`src/rtl/ysyx_24100005_ifu.sv`:
```
// Instruction-fetch unit: owns the PC, fetches over a valid/ready handshake with
// memory, and holds each instruction for decode. Redirects kill in-flight fetches.
module ysyx_24100005_ifu #(
  parameter int unsigned     XLEN     = 32,
  parameter int unsigned     ILEN     = 32,
  parameter logic [XLEN-1:0] RESET_PC = 32'h8000_0000
) (
  input  logic            clk,
  input  logic            rst,
  output logic            imem_req_valid,
  input  logic            imem_req_ready,
  output logic [XLEN-1:0] imem_req_addr,
  input  logic            imem_resp_valid,
  input  logic [ILEN-1:0] imem_resp_data,
  output logic            inst_valid,
  input  logic            inst_ready,
  output logic [ILEN-1:0] inst,
  output logic [XLEN-1:0] inst_pc,
  input  logic            redirect_valid,
  input  logic [XLEN-1:0] redirect_pc,
  output logic            misalign
);

  // state | meaning
  // IDLE  | one-cycle gap after reset before the first request
  // REQ   | request for pc presented to memory
  // WAIT  | request accepted, waiting for its response
  // OUT   | instruction held for decode
  typedef enum logic [1:0] {IDLE, REQ, WAIT, OUT} state_t;

  state_t          state, state_n;
  logic [XLEN-1:0] pc, pc_n, redir_pc;
  logic            kill, kill_n, latch, misalign_n;
  logic [ILEN-1:0] inst_q;
  logic [XLEN-1:0] inst_pc_q;

  assign redir_pc   = {redirect_pc[XLEN-1:2], 2'b00};
  assign misalign_n = misalign | (redirect_valid & (|redirect_pc[1:0]));

  assign imem_req_valid = (state == REQ);
  assign imem_req_addr  = pc;
  assign inst_valid     = (state == OUT) & ~redirect_valid;
  assign inst           = inst_q;
  assign inst_pc        = inst_pc_q;

  always_comb begin
    state_n = state;
    pc_n    = pc;
    kill_n  = kill;
    latch   = 1'b0;
    case (state)
      IDLE: begin
        state_n = REQ;
        if (redirect_valid) pc_n = redir_pc;
      end
      REQ: begin
        if (imem_req_ready) begin
          state_n = WAIT;
          // The old-PC request is already gone; its response must be dropped.
          if (redirect_valid) begin
            pc_n   = redir_pc;
            kill_n = 1'b1;
          end
        end else if (redirect_valid) begin
          pc_n = redir_pc;
        end
      end
      WAIT: begin
        if (imem_resp_valid) begin
          state_n = REQ;
          kill_n  = 1'b0;
          if (redirect_valid) begin
            pc_n = redir_pc;
          end else if (!kill) begin
            latch   = 1'b1;
            state_n = OUT;
          end
        end else if (redirect_valid) begin
          pc_n   = redir_pc;
          kill_n = 1'b1;
        end
      end
      OUT: begin
        if (redirect_valid) begin
          pc_n    = redir_pc;
          state_n = REQ;
        end else if (inst_ready) begin
          pc_n    = pc + XLEN'(4);
          state_n = REQ;
        end
      end
      default: state_n = IDLE;
    endcase
  end

  always_ff @(posedge clk) begin
    if (rst) begin
      state     <= IDLE;
      pc        <= RESET_PC;
      kill      <= 1'b0;
      inst_q    <= '0;
      inst_pc_q <= '0;
      misalign  <= 1'b0;
    end else begin
      state    <= state_n;
      pc       <= pc_n;
      kill     <= kill_n;
      misalign <= misalign_n;
      if (latch) begin
        inst_q    <= imem_resp_data;
        inst_pc_q <= pc;
      end
    end
  end

endmodule

```
`config.mk`:
```
export PLATFORM = sky130hd
export DESIGN_NAME = ysyx_24100005_ifu
export DESIGN_NICKNAME = d
export VERILOG_FILES = /design/src/rtl/ysyx_24100005_ifu.sv
export SDC_FILE = /design/constraint.sdc
export NUM_CORES = 1
export LEC_CHECK = 0
export BUFFER_PORTS_ARGS = -buffer_cell sky130_fd_sc_hd__buf_2
export CAP_MARGIN = 20
export CORE_UTILIZATION = 25
export DETAILED_ROUTE_END_ITERATION = 8
export HOLD_SLACK_MARGIN = 0.06
export PLACE_DENSITY = 0.46
export SYNTH_ARGS = -nofsm -noshare
export SYNTH_HDL_FRONTEND = slang
export SYNTH_SLANG_ARGS = --single-unit
```
`constraint.sdc`:
```
create_clock -name clk -period 5.11 [get_ports clk]
set_clock_uncertainty 0.1 [all_clocks]
set_input_delay 0.2555 -clock clk [delete_from_list [all_inputs] [get_ports clk]]
set_output_delay 0.2555 -clock clk [all_outputs]
set_load 0.02 [all_outputs]
```
==> qor.txt, run 1 <==
Post CTS Setup Buffer Count - 0
Num CTS Buffers - 9
die area - 0.0180 sq mm
first-pass GRT wire length - 22200 um
fmax - 403 MHz
Syn. warnings - 0
Vias per Instance - 4.76
fraction of registers with async set/reset - 0%
Worst setup SP type - flop
Worst-Skew Late Latency - 0.35 ns
crit path capture - imem_req_addr[30]$_SDFFE_PP0P_
number of distinct library cells after synthesis - 56
Final Wtd Congestion - 0.781
leak pwr - 2.52 nW
EDFF count, synth - 0
share of cells above drive strength 1 - 27.6%
highest metal used - met4
Initial Utilization - 25.9%
RSZ-0062 raised after global routing - no
run status - finished, final reports clean
via count - 4604
# rows - 47
Hold Path Class - input pin to flop
total grt overflow - 0
placed inst area - 0.00534 sq mm
Buffers on Ports - 164
drt pass-1 iters - 4
WL met3 - 674 um
crit-path max cell delay - 0.60 ns
Finish-stage setup viols - 0
min cycle time layout - 2.48 ns
Critical Path Start - imem_req_addr[2]$_SDFFE_PP0P_
Least-Margin Pin Slew - 1.07 ns
CTS tree - done
Worst Path Class, Setup - flop to flop
final non-filler cell total - 967
Worst Reg-to-Reg Cells - 6
overall power - 1.71 mW
initial antenna violation count - 1
drt drc - 0
chip height - 134 um
Synth-to-Final Area Change - 37.5%
HPWL after DPL - 9300 um
worst ir drop on vdd - 0.161 mV
placed cell count - 916
register area share after synthesis - 44.1%
drt initial violations - 161
slowest cell on the critical path - nor4_4
largest area contributor in the netlist - dfxtp_1
reg2reg end - imem_req_addr[30]$_SDFFE_PP0P_
worst-path fanout max - 10
clock root buffer master - clkbuf_16
Met2 Wirelength - 6640 um
final wirelength - 14000 um
critical-path cell list - ha_1 > nand3_4 > nor4_4 > nand3_2 > or4_1 > a41oi_2
nets - 817
pwr dens - 285 mW/mm^2
WL met1 - 6320 um
Top-Level Pins - 169
Mapped Cells - 570
Mapped Avg Cell Area - 7.64 sq um
vias in the first global route - 4388
Required @ worst endpoint - 5.28 ns
number of synthesized register bits - 96
Worst Path Arrival - 2.65 ns
Max Cap Viol - 0
Final Hold Fails - 0
FF-to-FF Start - imem_req_addr[2]$_SDFFE_PP0P_
fin area - 0.00599 sq mm
Post-Syn Area - 0.00436 sq mm
clock sink count - 96
WL per Instance - 14.5 um
CTS Buffer Depth - 2
GRT Total Usage - 15.6%
setup TNS - 0 ns
list of most frequent post-synthesis cells - 159 x nand2_1, 97 x a21oi_1, 96 x dfxtp_1
antenna viol nets, final - 0
crit path capture type - flop
Area contributors post-synth - dfxtp_1 44%, nand2_1 14%, a21oi_1 11%, clkbuf_1 3.2%, o21ai_0 2.4%
core area - 0.0168 sq mm
die width - 134 um
utilization after layout - 35.6%
H-tree depth - 3
Worst slew margin - 28.8%
crit share post-route - 48.6%
Slew Viols, Final - 0
# fillers - 1808
most common cell in the netlist - nand2_1
top_reg_cell synth - dfxtp_1
R2R setup slack - 2.63 ns
clk slew on worst S/H paths - 0.07 ns
post-synth top area share - 44.1%
largest net degree at the start of global routing - 97
## layout make-up
type                    instances  area, sq um  area share (%)
flip-flops and latches         96         1920            32.1
diodes                          1         2.50          0.0418
well taps                     220          275            4.60
clock inverters                 5         53.8           0.898
repair buffers                203         1210            20.3
inverters                       6         22.5           0.376
clock buffers                  11          253            4.22
multi-input cells             425         2250            37.5
## placed cells by master, fill, tap and decap left out, types with 4 or more instances in the layout
| cell | instances |
|---|---|
| a31oi_1 | 7 |
| nor2_1 | 23 |
| nor4_1 | 5 |
| ha_1 | 6 |
| o21ai_0 | 21 |
| nand2_1 | 159 |
| nor3_1 | 8 |
| clkbuf_16 | 9 |
| buf_2 | 163 |
| a21o_1 | 8 |
| dlygate4sd3_1 | 34 |
| buf_4 | 5 |
| nand4_1 | 7 |
| nand3_1 | 16 |
| inv_1 | 5 |
| or3_1 | 4 |
| conb_1 | 4 |
| a211oi_1 | 6 |
| a21oi_1 | 96 |
| dfxtp_1 | 96 |
## worst min-delay path by stage
stage                              from                             end  slack [ns]  depth (start not counted)
2_1_floorplan           imem_resp_valid               kill$_SDFFE_PP0P_        0.27                          1
3_3_place_gp        misalign$_SDFF_PP0_             misalign$_SDFF_PP0_        0.33                          2
3_5_place_dp   inst_pc[19]$_SDFFE_PP0P_        inst_pc[19]$_SDFFE_PP0P_        0.34                          2
4_1_cts                 redirect_pc[29]  imem_req_addr[29]$_SDFFE_PP0P_        0.07                          3
5_1_grt                 redirect_pc[29]  imem_req_addr[29]$_SDFFE_PP0P_         0.1                          3
6_report                redirect_pc[29]  imem_req_addr[29]$_SDFFE_PP0P_        0.08                          3
## registers in the layout, summed over array words and instances, names as in the netlist
signal	count
misalign	1
kill	1
inst_pc	30
inst	32
imem_req_addr	30
state	2
## per-stage QoR
| stage | setup slack [ns] | hold WS [ns] |
|---|---|---|
| after floorplan | 2.79 | 0.272 |
| after global placement | 2.68 | 0.332 |
| after detailed placement | 2.61 | 0.343 |
| after CTS | 2.60 | 0.0655 |
| after global routing | 2.45 | 0.0966 |
| final | 2.63 | 0.0840 |
## power by group
part           leakage (nW)  switching, mW  internal (mW)
registers             0.781         0.0355          0.771
clock network         0.156          0.298          0.406
logic                  1.58          0.112         0.0852
## critical path: cells and delay by family (launching register included)
family / cells / cell delay [ns]
flip-flops: 1 / 0.48
AND/OR/NAND/NOR: 4 / 1.36
adder cells (fa/ha/maj): 1 / 0.29
AO/OA/AOI/OAI: 1 / 0.16
## layer usage
layer / track usage (%) / vias to the layer above
met5: 0 / -
met4: 7.83 / 0
met3: 2.72 / 21
met2: 26.4 / 123
met1: 19.1 / 2148
li1: - / 2312
## kinds of logic after synthesis
group	after synthesis	synth area share, %
muxes	2	0.460
AOI/OAI and AO/OA	165	22.3
buffers and inverters	52	4.85
other	1	0.0861
adders and majority gates	6	1.72
DFF	96	44.1
and+or+nand+nor	248	26.4
## repair_timing
item / CTS / global route
hold buffers: 34 / 0
gates resized for setup: 0 / 0
hold endpoints to repair: 34 / 0
Power figures use the tool's default switching activity.
==> inputs of run 2 (changes only) <==
--- a/config.mk
+++ b/config.mk
@@ -5,12 +5,13 @@
 export SDC_FILE = /design/constraint.sdc
 export NUM_CORES = 1
 export LEC_CHECK = 0
+export ABC_AREA = 1
 export BUFFER_PORTS_ARGS = -buffer_cell sky130_fd_sc_hd__buf_2
 export CAP_MARGIN = 20
 export CORE_UTILIZATION = 25
 export DETAILED_ROUTE_END_ITERATION = 8
 export HOLD_SLACK_MARGIN = 0.06
-export PLACE_DENSITY = 0.46
+export PLACE_DENSITY = 0.45
 export SYNTH_ARGS = -nofsm -noshare
 export SYNTH_HDL_FRONTEND = slang
 export SYNTH_SLANG_ARGS = --single-unit
==> constraint.sdc (replaced) <==
create_clock -name clk -period 2.32 [get_ports clk]
set_clock_uncertainty 0.1 [all_clocks]
set_input_delay 0.116 -clock clk [delete_from_list [all_inputs] [get_ports clk]]
set_output_delay 0.116 -clock clk [all_outputs]
set_load 0.02 [all_outputs]
==> run 2 against run 1 <==
Compared with the run above: wire length increased by 17%; die area is 5.8% higher; synthesized cell count up 23%; cell count up 19%; sequential share of layout area fell by 2.8 points; non-clock buffer count grew 31; worst setup slack lost 2.4 ns; area after synthesis grew 5.9%; via count up 12%; flip-flop and latch count is the same; critical endpoint is now imem_req_addr[20]$_SDFFE_PP0P_; highest routed layer unchanged.
==> qor.txt, run 2 <==
hold worst-path end - imem_req_addr[27]$_SDFFE_PP0P_
Finish-stage setup viols - 0
largest area contributor in the netlist - dfxtp_1
Hold Path Class - input pin to flop
Vias per Instance - 4.48
Slew Viols, Final - 0
setup TNS - 0 ns
Post-Synth Simple-Gate Area - 31.4%
Post-Place Setup Slack - 0.203 ns
Required @ worst endpoint - 2.47 ns
share of cells above drive strength 1 - 21.7%
H-tree depth - 3
nets - 989
Final Wtd Congestion - 0.824
drt drc - 0
most frequent cells in the layout - 164 x nor2_1, 164 x buf_2, 157 x nand2_1, 95 x dfxtp_1, 83 x o21ai_0
placed cell count - 1071
antenna viol nets, final - 0
CTS Buffer Depth - 2
# fillers - 1985
largest net degree at the start of global routing - 56
Post-Syn Area - 0.00461 sq mm
top_reg_cell synth - dfxtp_1
FF-to-FF Start - imem_req_addr[3]$_SDFFE_PP0P_
worst ir drop on vdd - 0.361 mV
initial antenna violation count - 0
clock root buffer master - clkbuf_16
Worst Reg-to-Reg Cells - 10
Mapped Cells - 703
Area contributors post-synth - dfxtp_1 42%, nor2_1 13%, nand2_1 13%, o21ai_0 9.0%, a21oi_1 6.0%
Syn. warnings - 0
reg2reg end - imem_req_addr[20]$_SDFFE_PP0P_
post-synthesis mux area share - 0%
# rows - 49
total grt overflow - 0
fin area - 0.00657 sq mm
crit path capture type - flop
Mapped Avg Cell Area - 6.56 sq um
Synth Area in XOR/XNOR - 0.380%
worst-path fanout max - 6
Top-Level Pins - 169
Worst slew margin - 51.8%
die area - 0.0190 sq mm
hold slack - 0.0684 ns
number of synthesized register bits - 96
Synth Area in Compound Gates - 16.8%
drt pass-1 iters - 4
critical-path cell list - ha_1 > nand2_1 > nor2_1 > nand2_1 > nor2_1 > nand3_1 > nand2_1 > nand2_1 > o21ai_1 > nor2_1
pwr dens - 671 mW/mm^2
Least-Margin Pin Slew - 0.722 ns
Worst Path Arrival - 2.20 ns
Synth-to-Final Area Change - 42.5%
final non-filler cell total - 1147
WL per Instance - 14.3 um
number of distinct library cells after synthesis - 29
most common cell in the netlist - nor2_1
max reg flops - 32
Critical Path Most Common Cell - nand2_1
largest family of logic cells by synthesized area - simple AND/OR/NAND/NOR gates
RSZ-0062 raised after global routing - no
die width - 138 um
leak pwr - 3.01 nW
overall power - 4.41 mW
first-pass GRT wire length - 25300 um
Max Cap Viol - 0
core area - 0.0180 sq mm
register area share after synthesis - 41.7%
Worst-Skew Late Latency - 0.36 ns
Buffers on Ports - 164
Worst Path Class, Setup - flop to flop
GRT Total Usage - 17.6%
drt initial violations - 327
fmax - 489 MHz
adder-cell share of the synthesized area - 1.63%
placed inst area - 0.00564 sq mm
R2R setup slack - 0.28 ns
Initial Utilization - 25.6%
Hold Crit Start - redirect_pc[27]
chip height - 138 um
via count - 5134
clk slew on worst S/H paths - 0.07 ns
min cycle time layout - 2.04 ns
Final Hold Fails - 0
EDFF count, synth - 0
HPWL after DPL - 11800 um
list of most frequent post-synthesis cells - 164 x nor2_1, 157 x nand2_1, 96 x dfxtp_1
CTS tree - done
run status - finished, final reports clean
clock sink count - 96
Num CTS Buffers - 9
Worst setup SP type - flop
crit-path max cell delay - 0.41 ns
diode count - 0
slowest cell on the critical path - dfxtp_2
post-synth top area share - 41.7%
crit share post-route - 88.1%
hold path depth - 5
setup ws final - 0.277 ns
vias in the first global route - 4657
final wirelength - 16400 um
utilization after layout - 36.5%
fraction of registers with async set/reset - 0%
-- run 2: cell types whose count changed in the layout (fill, tap and decap cells not counted), sizes merged, moves of 5 or more --
cell         before  now
a31oi             7    2
nor4              8    0
nor3              8    1
a21oi            97   55
nor2             23  167
a21o              9    0
o21ai            21   86
inv               7   47
dlygate4sd3      34   60
buf             169  174
nand3            20   33
-- run 2: what timing repair did --
action / 4_1_cts / 5_1_grt
resized for setup: 0 / 1
endpoints found under the setup margin: 0 / 1
hold buffers: 60 / 0
setup buffers: 0 / 0
hold endpoints to repair: 58 / 0
-- run 2: logic make-up after synthesis --
kind of cell | after synthesis
simple gates | 365
compound gates | 149
flops | 96
buf+inv | 84
fa+ha+maj | 6
xor+xnor | 2
other cells | 1
-- run 2: routing by layer --
layer | wire length [um] | GRT usage, % | share of wire, %
met1 | 8030 | 25.1 | 49
met5 | 0 | 0 | 0
met2 | 7320 | 26.7 | 45
met4 | 217 | 5.50 | 1.3
met3 | 870 | 3.09 | 5.3
-- run 2: area by class of cell --
class | count | area [sq um] | share of cell area (%)
multi-input combinational | 526 | 2340 | 35.6
sequential | 96 | 1920 | 29.3
timing repair buffer | 234 | 1520 | 23.2
tap | 229 | 287 | 4.36
clock buffer | 11 | 243 | 3.69
inverter | 46 | 173 | 2.63
clock inverter | 5 | 86.3 | 1.31
-- run 2: worst max-delay path by stage --
stage / start / endpoint / slack [ns] / cells after the start
floorplan: imem_req_addr[3]$_SDFFE_PP0P_ / imem_req_addr[20]$_SDFFE_PP0P_ / 0.59 / 10
global placement: imem_req_addr[3]$_SDFFE_PP0P_ / imem_req_addr[20]$_SDFFE_PP0P_ / 0.17 / 10
detailed placement: imem_req_addr[3]$_SDFFE_PP0P_ / imem_req_addr[20]$_SDFFE_PP0P_ / 0.20 / 10
CTS: imem_req_addr[3]$_SDFFE_PP0P_ / imem_req_addr[20]$_SDFFE_PP0P_ / 0.19 / 10
global route: imem_req_addr[3]$_SDFFE_PP0P_ / imem_req_addr[20]$_SDFFE_PP0P_ / 0.06 / 10
finish: imem_req_addr[3]$_SDFFE_PP0P_ / imem_req_addr[20]$_SDFFE_PP0P_ / 0.28 / 10
-- run 2: critical path, delay by kind of cell, from the launching register on --
family                   cells  cell delay [ns]
AO/OA/AOI/OAI                1             0.13
adder cells (fa/ha/maj)      1             0.25
flip-flops                   1             0.41
AND/OR/NAND/NOR              8             1.06
-- run 2: where the power goes --
part	switching, mW	internal [mW]
logic	0.518	0.331
registers	0.110	1.76
clock network	0.701	0.986
total	1.33	3.08
